==> src/rtl/tt_sweep_pkg.sv <==
// Shared definitions for the truth-table sweeper family: FSM states and Gray encoding.
package tt_sweep_pkg;

  localparam int unsigned CODE_MAX_W = 8;

  typedef enum logic [1:0] {
    ST_IDLE   = 2'd0,
    ST_SETTLE = 2'd1,
    ST_SAMPLE = 2'd2,
    ST_DONE   = 2'd3
  } state_t;

  // Reflected-binary Gray encoding of a sweep index.
  function automatic logic [CODE_MAX_W-1:0] gray_enc(input logic [CODE_MAX_W-1:0] b);
    return b ^ (b >> 1);
  endfunction

endpackage

==> src/rtl/sweep_index_gen.sv <==
// Sweep index counter: produces the registered input code for each vector and a last-code flag.
module sweep_index_gen
  import tt_sweep_pkg::*;
#(
  parameter int unsigned N_IN       = 3,
  parameter int unsigned GRAY_ORDER = 0
) (
  input  logic            clk,
  input  logic            rst,
  input  logic            load,
  input  logic            step,
  output logic [N_IN-1:0] code,
  output logic            last
);

  localparam int unsigned IW       = N_IN + 1;
  localparam logic [IW-1:0] LAST_IDX = IW'((2 ** N_IN) - 1);

  logic [IW-1:0]   r_idx;
  logic [IW-1:0]   w_idx_nxt;
  logic [N_IN-1:0] w_code_nxt;

  // Next index and its code in the selected sweep order.
  always_comb begin
    w_idx_nxt  = load ? '0 : (r_idx + IW'(1));
    w_code_nxt = (GRAY_ORDER != 0) ? N_IN'(gray_enc(CODE_MAX_W'(w_idx_nxt)))
                                   : N_IN'(w_idx_nxt);
  end

  // Index, code and last flag advance together on load or step; otherwise they hold.
  always_ff @(posedge clk) begin
    if (rst) begin
      r_idx <= '0;
      code  <= '0;
      last  <= 1'b0;
    end else if (load || step) begin
      r_idx <= w_idx_nxt;
      code  <= w_code_nxt;
      last  <= (w_idx_nxt == LAST_IDX);
    end
  end

endmodule

==> src/rtl/truth_table_sweeper.sv <==
// Exhaustive stimulus engine: drives every input code, waits a settle time, checks the
// DUT output against a truth table and records mismatch count and first failing code.
module truth_table_sweeper
  import tt_sweep_pkg::*;
#(
  parameter int unsigned            N_IN        = 3,
  parameter int unsigned            HOLD_CYCLES = 2,
  parameter int unsigned            GRAY_ORDER  = 0,
  parameter logic [(2**N_IN)-1:0]   EXPECTED    = 8'hE8
) (
  input  logic            clk,
  input  logic            rst,
  input  logic            start,
  input  logic            dut_y,
  output logic [N_IN-1:0] dut_in,
  output logic            busy,
  output logic            done,
  output logic            pass,
  output logic [N_IN:0]   err_count,
  output logic [N_IN-1:0] first_err_code,
  output logic            first_err_vld
);

  localparam int unsigned   CW        = N_IN + 1;
  localparam logic [CW-1:0] ERR_MAX   = CW'(2 ** N_IN);
  localparam bit            HAS_HOLD  = (HOLD_CYCLES != 0);
  localparam logic [7:0]    HOLD_LAST = 8'((HOLD_CYCLES == 0) ? 0 : (HOLD_CYCLES - 1));

  state_t        r_state;
  logic [7:0]    r_settle;
  logic          w_start_ok;
  logic          w_mismatch;
  logic [CW-1:0] w_err_nxt;
  logic          w_step;
  logic          w_last;

  // Start acceptance, comparator and saturating error increment.
  always_comb begin
    w_start_ok = start && ((r_state == ST_IDLE) || (r_state == ST_DONE));
    w_mismatch = (dut_y != EXPECTED[dut_in]);
    w_err_nxt  = err_count;
    if (w_mismatch && (err_count != ERR_MAX)) begin
      w_err_nxt = err_count + CW'(1);
    end
    w_step     = (r_state == ST_SAMPLE) && !w_last;
  end

  sweep_index_gen #(
    .N_IN       (N_IN),
    .GRAY_ORDER (GRAY_ORDER)
  ) u_index (
    .clk  (clk),
    .rst  (rst),
    .load (w_start_ok),
    .step (w_step),
    .code (dut_in),
    .last (w_last)
  );

  // Sweep FSM with settle counter and registered result outputs.
  always_ff @(posedge clk) begin
    if (rst) begin
      r_state        <= ST_IDLE;
      r_settle       <= '0;
      busy           <= 1'b0;
      done           <= 1'b0;
      pass           <= 1'b0;
      err_count      <= '0;
      first_err_code <= '0;
      first_err_vld  <= 1'b0;
    end else begin
      case (r_state)
        ST_IDLE, ST_DONE: begin
          if (start) begin
            r_state        <= HAS_HOLD ? ST_SETTLE : ST_SAMPLE;
            r_settle       <= '0;
            busy           <= 1'b1;
            done           <= 1'b0;
            pass           <= 1'b0;
            err_count      <= '0;
            first_err_code <= '0;
            first_err_vld  <= 1'b0;
          end
        end
        ST_SETTLE: begin
          if (r_settle == HOLD_LAST) begin
            r_state <= ST_SAMPLE;
          end else begin
            r_settle <= r_settle + 8'd1;
          end
        end
        ST_SAMPLE: begin
          err_count <= w_err_nxt;
          r_settle  <= '0;
          if (w_mismatch && !first_err_vld) begin
            first_err_code <= dut_in;
            first_err_vld  <= 1'b1;
          end
          if (w_last) begin
            r_state <= ST_DONE;
            busy    <= 1'b0;
            done    <= 1'b1;
            pass    <= (w_err_nxt == '0);
          end else begin
            r_state <= HAS_HOLD ? ST_SETTLE : ST_SAMPLE;
          end
        end
        default: r_state <= ST_IDLE;
      endcase
    end
  end

endmodule

==> config.mk <==
export PLATFORM = sky130hd
export DESIGN_NAME = truth_table_sweeper
export DESIGN_NICKNAME = d
export VERILOG_FILES = /design/src/rtl/tt_sweep_pkg.sv /design/src/rtl/sweep_index_gen.sv /design/src/rtl/truth_table_sweeper.sv
export SDC_FILE = /design/constraint.sdc
export NUM_CORES = 1
export LEC_CHECK = 0
export CAP_MARGIN = 10
export CORE_UTILIZATION = 50
export DETAILED_ROUTE_END_ITERATION = 12
export GPL_TIMING_DRIVEN = 0
export PLACE_DENSITY = 0.73
export SYNTH_ARGS = -nofsm -noshare
export SYNTH_HDL_FRONTEND = slang
export SYNTH_SLANG_ARGS = --single-unit
==> constraint.sdc <==
create_clock -name clk -period 4.1 [get_ports clk]
set_input_delay 0.82 -clock clk [delete_from_list [all_inputs] [get_ports clk]]
set_output_delay 0.82 -clock clk [all_outputs]
set_load 0.05 [all_outputs]
==> impl_results.md, run 1 <==
* Final ANT Viol Nets at 0
* CP Capture Type: output pin
* Chip width at between 50 and 60 um
* Post-detail-place hpwl at 2260 um
* Register area at between 500 and 600 sq um
* FMAX at between 0.3 and 0.4 GHz
* Setup violators final at 0
* Routing usage on met1 at 0.298
* Final min period at roughly 2.6 ns
* Sequential cell area fraction in the yosys report at 0.367
* Wirelength, routed at 3110 um
* Cell variety after synth at 42
* Routing usage on met3 at 0.0207
* Number of DRC markers in iteration 0 at 39
* Total Power at 0.552 mW
* Post_cts resized at 0
* Fin. max-slew vios at 0
* CP max-delay cell: clkdlybuf4s50_1
* Via density at 5.78
* Post-route cell area at 0.00170 sq mm
* NumNets Final at 199
* Final hold vios at 0
* DR pass1 iterations at 5
* Antenna diode count at 0
* WP buf/inv at 2
* Synth Warn # at 0
* Synth Flop Type: dfxtp_1
* Slowest stage delay, CP at between 0.7 and 0.8 ns
* Synth async-reset ratio at 0
* Power Dens Cells at 325 mW/mm^2
* Hold Crit Class: flip-flop to flip-flop
* Met2 usage at 0.328
* Core area at 0.00278 sq mm
* Routed vias at 1254
* Final Hold Slack at about 0.50 ns
* Global-route wire length before repair at 5290 um
* Syn Area/Cell at 8.87 sq um
* DRC viols at 0
* Crit path DAT at between 1.5 and 2 ns
* Pre-CTS setup slack at between 1.5 and 2 ns
* Slew of the pin with the lowest slew margin at approximately 0.52 ns
* Leakage power at roughly 0.6 nW
* Mapped Nets at approximately 180
* Longest Clk Path Bufs at 2
* GRT overflow at 0
* TritonCTS clock tree: built
* Share of cells above drive strength 1 at 0.0806
* Die ar. at 0.00317 sq mm
* Die Height at 56.3 um
* Hold_buf cts at 0
* Fillers at 257
* Seq cells post-synth at 27
* Cell Rows at 19
* Setup_tns at 0 ns
* Slew HR at 0.655
* H-tree levels at 1
* Port bufs at 16
* Area of the multi-input gates at between 800 and 900 sq um
* Synthesized cell area at 0.00147 sq mm
* Largest net degree at the start of global routing at 16
* DP Area at 0.00167 sq mm
* Busiest layer in global routing: met2
* Startpoint class of the critical path: flip-flop
* RSZ-0062 raised after global routing: false
* Num ports at 18
* Final WS setup at between 1 and 1.5 ns
* Req. time, crit path at 3.28 ns
* R2R Setup Slk at 2.11 ns
* Clock Sink Count at 27
* Initial antenna violation count at 0
* Worst Skew at 0.00361 ns
* CP Cell Sequence: buf_4, clkdlybuf4s50_1
* CTS Buf Count at 3
* Vias in the first global route at 1206
* Peak VDD IR at 238 uV
* Most frequent cells in the layout: dfxtp_1, nor2_1, clkdlybuf4s50_1
* Outcome: complete, no violations
* Gr usage total at 0.209
* Period utilization at 0.639
* Post-Synthesis Cells at about 170
* Max-Cap Viols at 0
* Routed wire per std cell at 14.3 um
* P&R area growth vs syn at 15.4%
* Global placer's final weighted congestion at 0.870
* Clock root buffer: clkbuf_4
* Starting density of the core at 0.529
* Post-synth EDFFs at 0
* CP Max Fanout at 8
* Most common cell after layout, fill and taps aside: dfxtp_1
* Cell family with most CP delay: buffers and inverters
* Post-CTS Setup Bufs at 0
* Setup CP Type: flip-flop to output pin
* Later-pin clock latency in the skew report at 0.32 ns
* Clock slew at reported path FFs at 0.14 ns
routing by layer:
| layer | vias to the layer above | wire length, um |
|---|---|---|
| met2 | 33 | 1430 |
| met4 | 0 | 14 |
| met1 | 589 | 1540 |
| met5 | - | 0 |
| li1 | 630 | - |
| met3 | 2 | 127 |
state kept, by name, indices dropped and copies added (netlist names), named ones only:
signal,count
r_settle,8
err_count,4
u_index.r_idx,4
first_err_code,3
r_state,2
busy,1
done,1
first_err_vld,1
pass,1
u_index.last,1
power breakdown:
part / leakage (nW) / internal (mW) / switching (mW)
Combinational: 0.376 / 0.0567 / 0.101
Sequential: 0.218 / 0.272 / 0.0110
Clock: 0.0177 / 0.0365 / 0.0749
Total: 0.612 / 0.365 / 0.187
cell usage after synthesis, drive strengths merged (2+ instances only):
| library cell | number | area share |
|---|---|---|
| a21oi | 12 | 0.041 |
| a22o | 3 | 0.018 |
| a31oi | 3 | 0.013 |
| buf | 5 | 0.026 |
| clkbuf | 3 | 0.0076 |
| dfxtp | 27 | 0.37 |
| ha | 8 | 0.068 |
| inv | 6 | 0.015 |
| mux2i | 4 | 0.027 |
| nand2 | 12 | 0.031 |
| nand2b | 4 | 0.017 |
| nand3 | 3 | 0.010 |
| nand3b | 4 | 0.020 |
| nand4 | 4 | 0.017 |
| nor2 | 20 | 0.051 |
| nor2b | 3 | 0.013 |
| nor3 | 3 | 0.010 |
| nor4 | 2 | 0.023 |
| nor4b | 2 | 0.022 |
| o21ai | 8 | 0.030 |
| o31ai | 2 | 0.010 |
| o32ai | 3 | 0.018 |
| or3 | 2 | 0.0085 |
| xnor2 | 5 | 0.030 |
| xor2 | 6 | 0.036 |
layout make-up:
cell class	count	area share
buffer	8	0.0295
clock buffer	3	0.0133
clock inverter	1	0.00295
inverter	6	0.0133
multi-input combinational	125	0.506
sequential	27	0.318
tap	31	0.0228
timing repair buffer	16	0.0943
stage by stage:
stage               cells  utilization
finish                217        0.611
global route          217        0.611
CTS                   217        0.611
detailed placement    213        0.601
global placement      213        0.601
floorplan             166            -
path summary, 6_finish.rpt:
path | startpoint | endpoint | depth (start not counted)
worst max-delay path | u_index.r_idx[0] | dut_in[0] | 2
worst min-delay path | first_err_code[2] | first_err_code[2] | 1
worst max register to register | r_state[0] | pass | 7
worst min register to register | first_err_code[2] | first_err_code[2] | 1
cells by family after synthesis:
kind of cell             synth area share
AO/OA/AOI/OAI                       0.175
XOR/XNOR                           0.0654
adder cells (fa/ha/maj)            0.0748
buffers and inverters              0.0493
flip-flops                          0.367
multiplexers                       0.0272
AND/OR/NAND/NOR                     0.241
Note: power is estimated with default switching activity, not from simulation.
==> run 2, diff against run 1 <==
Settings changed: CORE_UTILIZATION 50 to 49, PLACE_DENSITY 0.73 to 0.74.
Clock period 4.1 ns to 2.4 ns, I/O delays scaled along.
==> impl_results.md, run 2 (synthesis results as in run 1) <==
* DP Area at 0.00167 sq mm
* Clock slew at reported path FFs at ~0.15 ns
* Routed vias at 1232
* Initial antenna violation count at 0
* Worst Skew at about 0.011 ns
* Share of cells above drive strength 1 at 0.0806
* Num ports at 18
* Global placer's final weighted congestion at 0.843
* CP Max Fanout at 8
* Hold_buf cts at 0
* Power Dens Cells at ~560 mW/mm^2
* Setup violators final at 0
* DR pass1 iterations at 4
* Most common cell after layout, fill and taps aside: dfxtp_1
* CP Cell Sequence: buf_4, clkdlybuf4s50_1
* Vias in the first global route at 1107
* Slowest stage delay, CP at 0.78 ns
* Antenna diode count at 0
* Clock root buffer: clkbuf_4
* DRC viols at 0
* Most frequent cells in the layout: dfxtp_1, nor2_1, clkdlybuf4s50_1
* Global-route wire length before repair at between 5000 and 6000 um
* Chip width at 56.8 um
* Final ANT Viol Nets at 0
* Post_cts resized at 0
* Setup_tns at 0 ns
* Final Util at 0.606
* Hold path start: first_err_code[1]
* Cell Rows at 19
* Crit path DAT at 1.81 ns
* Leakage power at between 0.6 and 0.7 nW
* Wirelength, routed at approximately 3000 um
* Slew HR at 0.667
* Top reg by flops: r_settle
* FMAX at 0.437 GHz
* Placed Cells at ~210
* CTS Buf Count at 3
* NumNets Final at 199
* Fin. max-slew vios at 0
* P&R area growth vs syn at 15.4%
* Total Power at 0.951 mW
* Regs by FF count: r_settle: 8 flops, err_count: 4 flops, u_index.r_idx: 4 flops
* Hold Crit Class: flip-flop to flip-flop
* Largest net degree at the start of global routing at 16
* Crit path from: u_index.r_idx[0]
* Gr usage total at 0.202
* Port bufs at 16
* Final hold vios at 0
* Pre-CTS setup slack at 0.192 ns
* Longest Clk Path Bufs at 2
* Outcome: complete, no violations
* Final Hold Slack at 0.502 ns
* RSZ-0062 raised after global routing: false
* Setup CP Type: flip-flop to output pin
* Via density at between 5 and 6
* H-tree levels at 1
* Post-detail-place hpwl at 2190 um
* Post-CTS Setup Bufs at 0
* Clock Sink Count at 27
* Number of DRC markers in iteration 0 at 37
* Startpoint class of the critical path: flip-flop
* Final WS setup at approximately 0.11 ns
* Max FFs per register at 8
* Die Height at 56.8 um
* Period utilization at 0.953
* CP max-delay cell: clkdlybuf4s50_1
* Slew of the pin with the lowest slew margin at 0.499 ns
* FF-to-FF Start: r_state[0]
* Final cell count without fillers at 217
* Routed wire per std cell at around 14 um
* Starting density of the core at 0.525
* Req. time, crit path at 1.92 ns
* Final min period at 2.29 ns
* TritonCTS clock tree: built
* CP Capture Type: output pin
* Post-route cell area at between 0.0015 and 0.002 sq mm
* Later-pin clock latency in the skew report at between 0.3 and 0.4 ns
* Peak VDD IR at ~320 uV
* Max-Cap Viols at 0
* Core area at 0.00281 sq mm
* GRT overflow at 0
* Die ar. at 0.00323 sq mm
[run 2: cell counts in the layout (fill, tap and decap cells not counted)]
Identical to the previous run, type by type.
[run 2: critical path: cells and delay by family, from the launching register on]
kind	cells	cell delay, ns
DFF	1	0.52
buffers and inverters	2	0.94
[run 2: where the power goes]
group / leakage, nW / switching [mW] / internal [mW] / total (mW)
Sequential: 0.218 / 0.0199 / 0.464 / 0.484
Clock: 0.0177 / 0.141 / 0.0628 / 0.204
Combinational: 0.376 / 0.166 / 0.0962 / 0.262
Total: 0.612 / 0.327 / 0.623 / 0.951
[run 2: path summary, 6_finish.rpt]
kind,to,slack [ns],cells after the start
max,dut_in[0],0.11,2
max reg2reg,pass,0.37,7
min,first_err_code[1],0.50,1
min reg2reg,first_err_code[1],0.50,1
[run 2: layout make-up]
| class | instances | area, sq um |
|---|---|---|
| fillers | 256 | 1110 |
| flip-flops and latches | 27 | 541 |
| clock inverters | 1 | 5.00 |
| repair buffers | 16 | 160 |
| multi-input cells | 125 | 860 |
| clock buffers | 3 | 22.5 |
| well taps | 31 | 38.8 |
| plain buffers | 8 | 50.0 |
| inverters | 6 | 22.5 |
[run 2: per-layer routing]
metal	up-vias	global-route usage	wire length, um
li1	631	-	-
met1	577	0.272	1480
met2	19	0.320	1370
met3	5	0.0369	79
met4	0	0.0767	46
met5	-	0	0
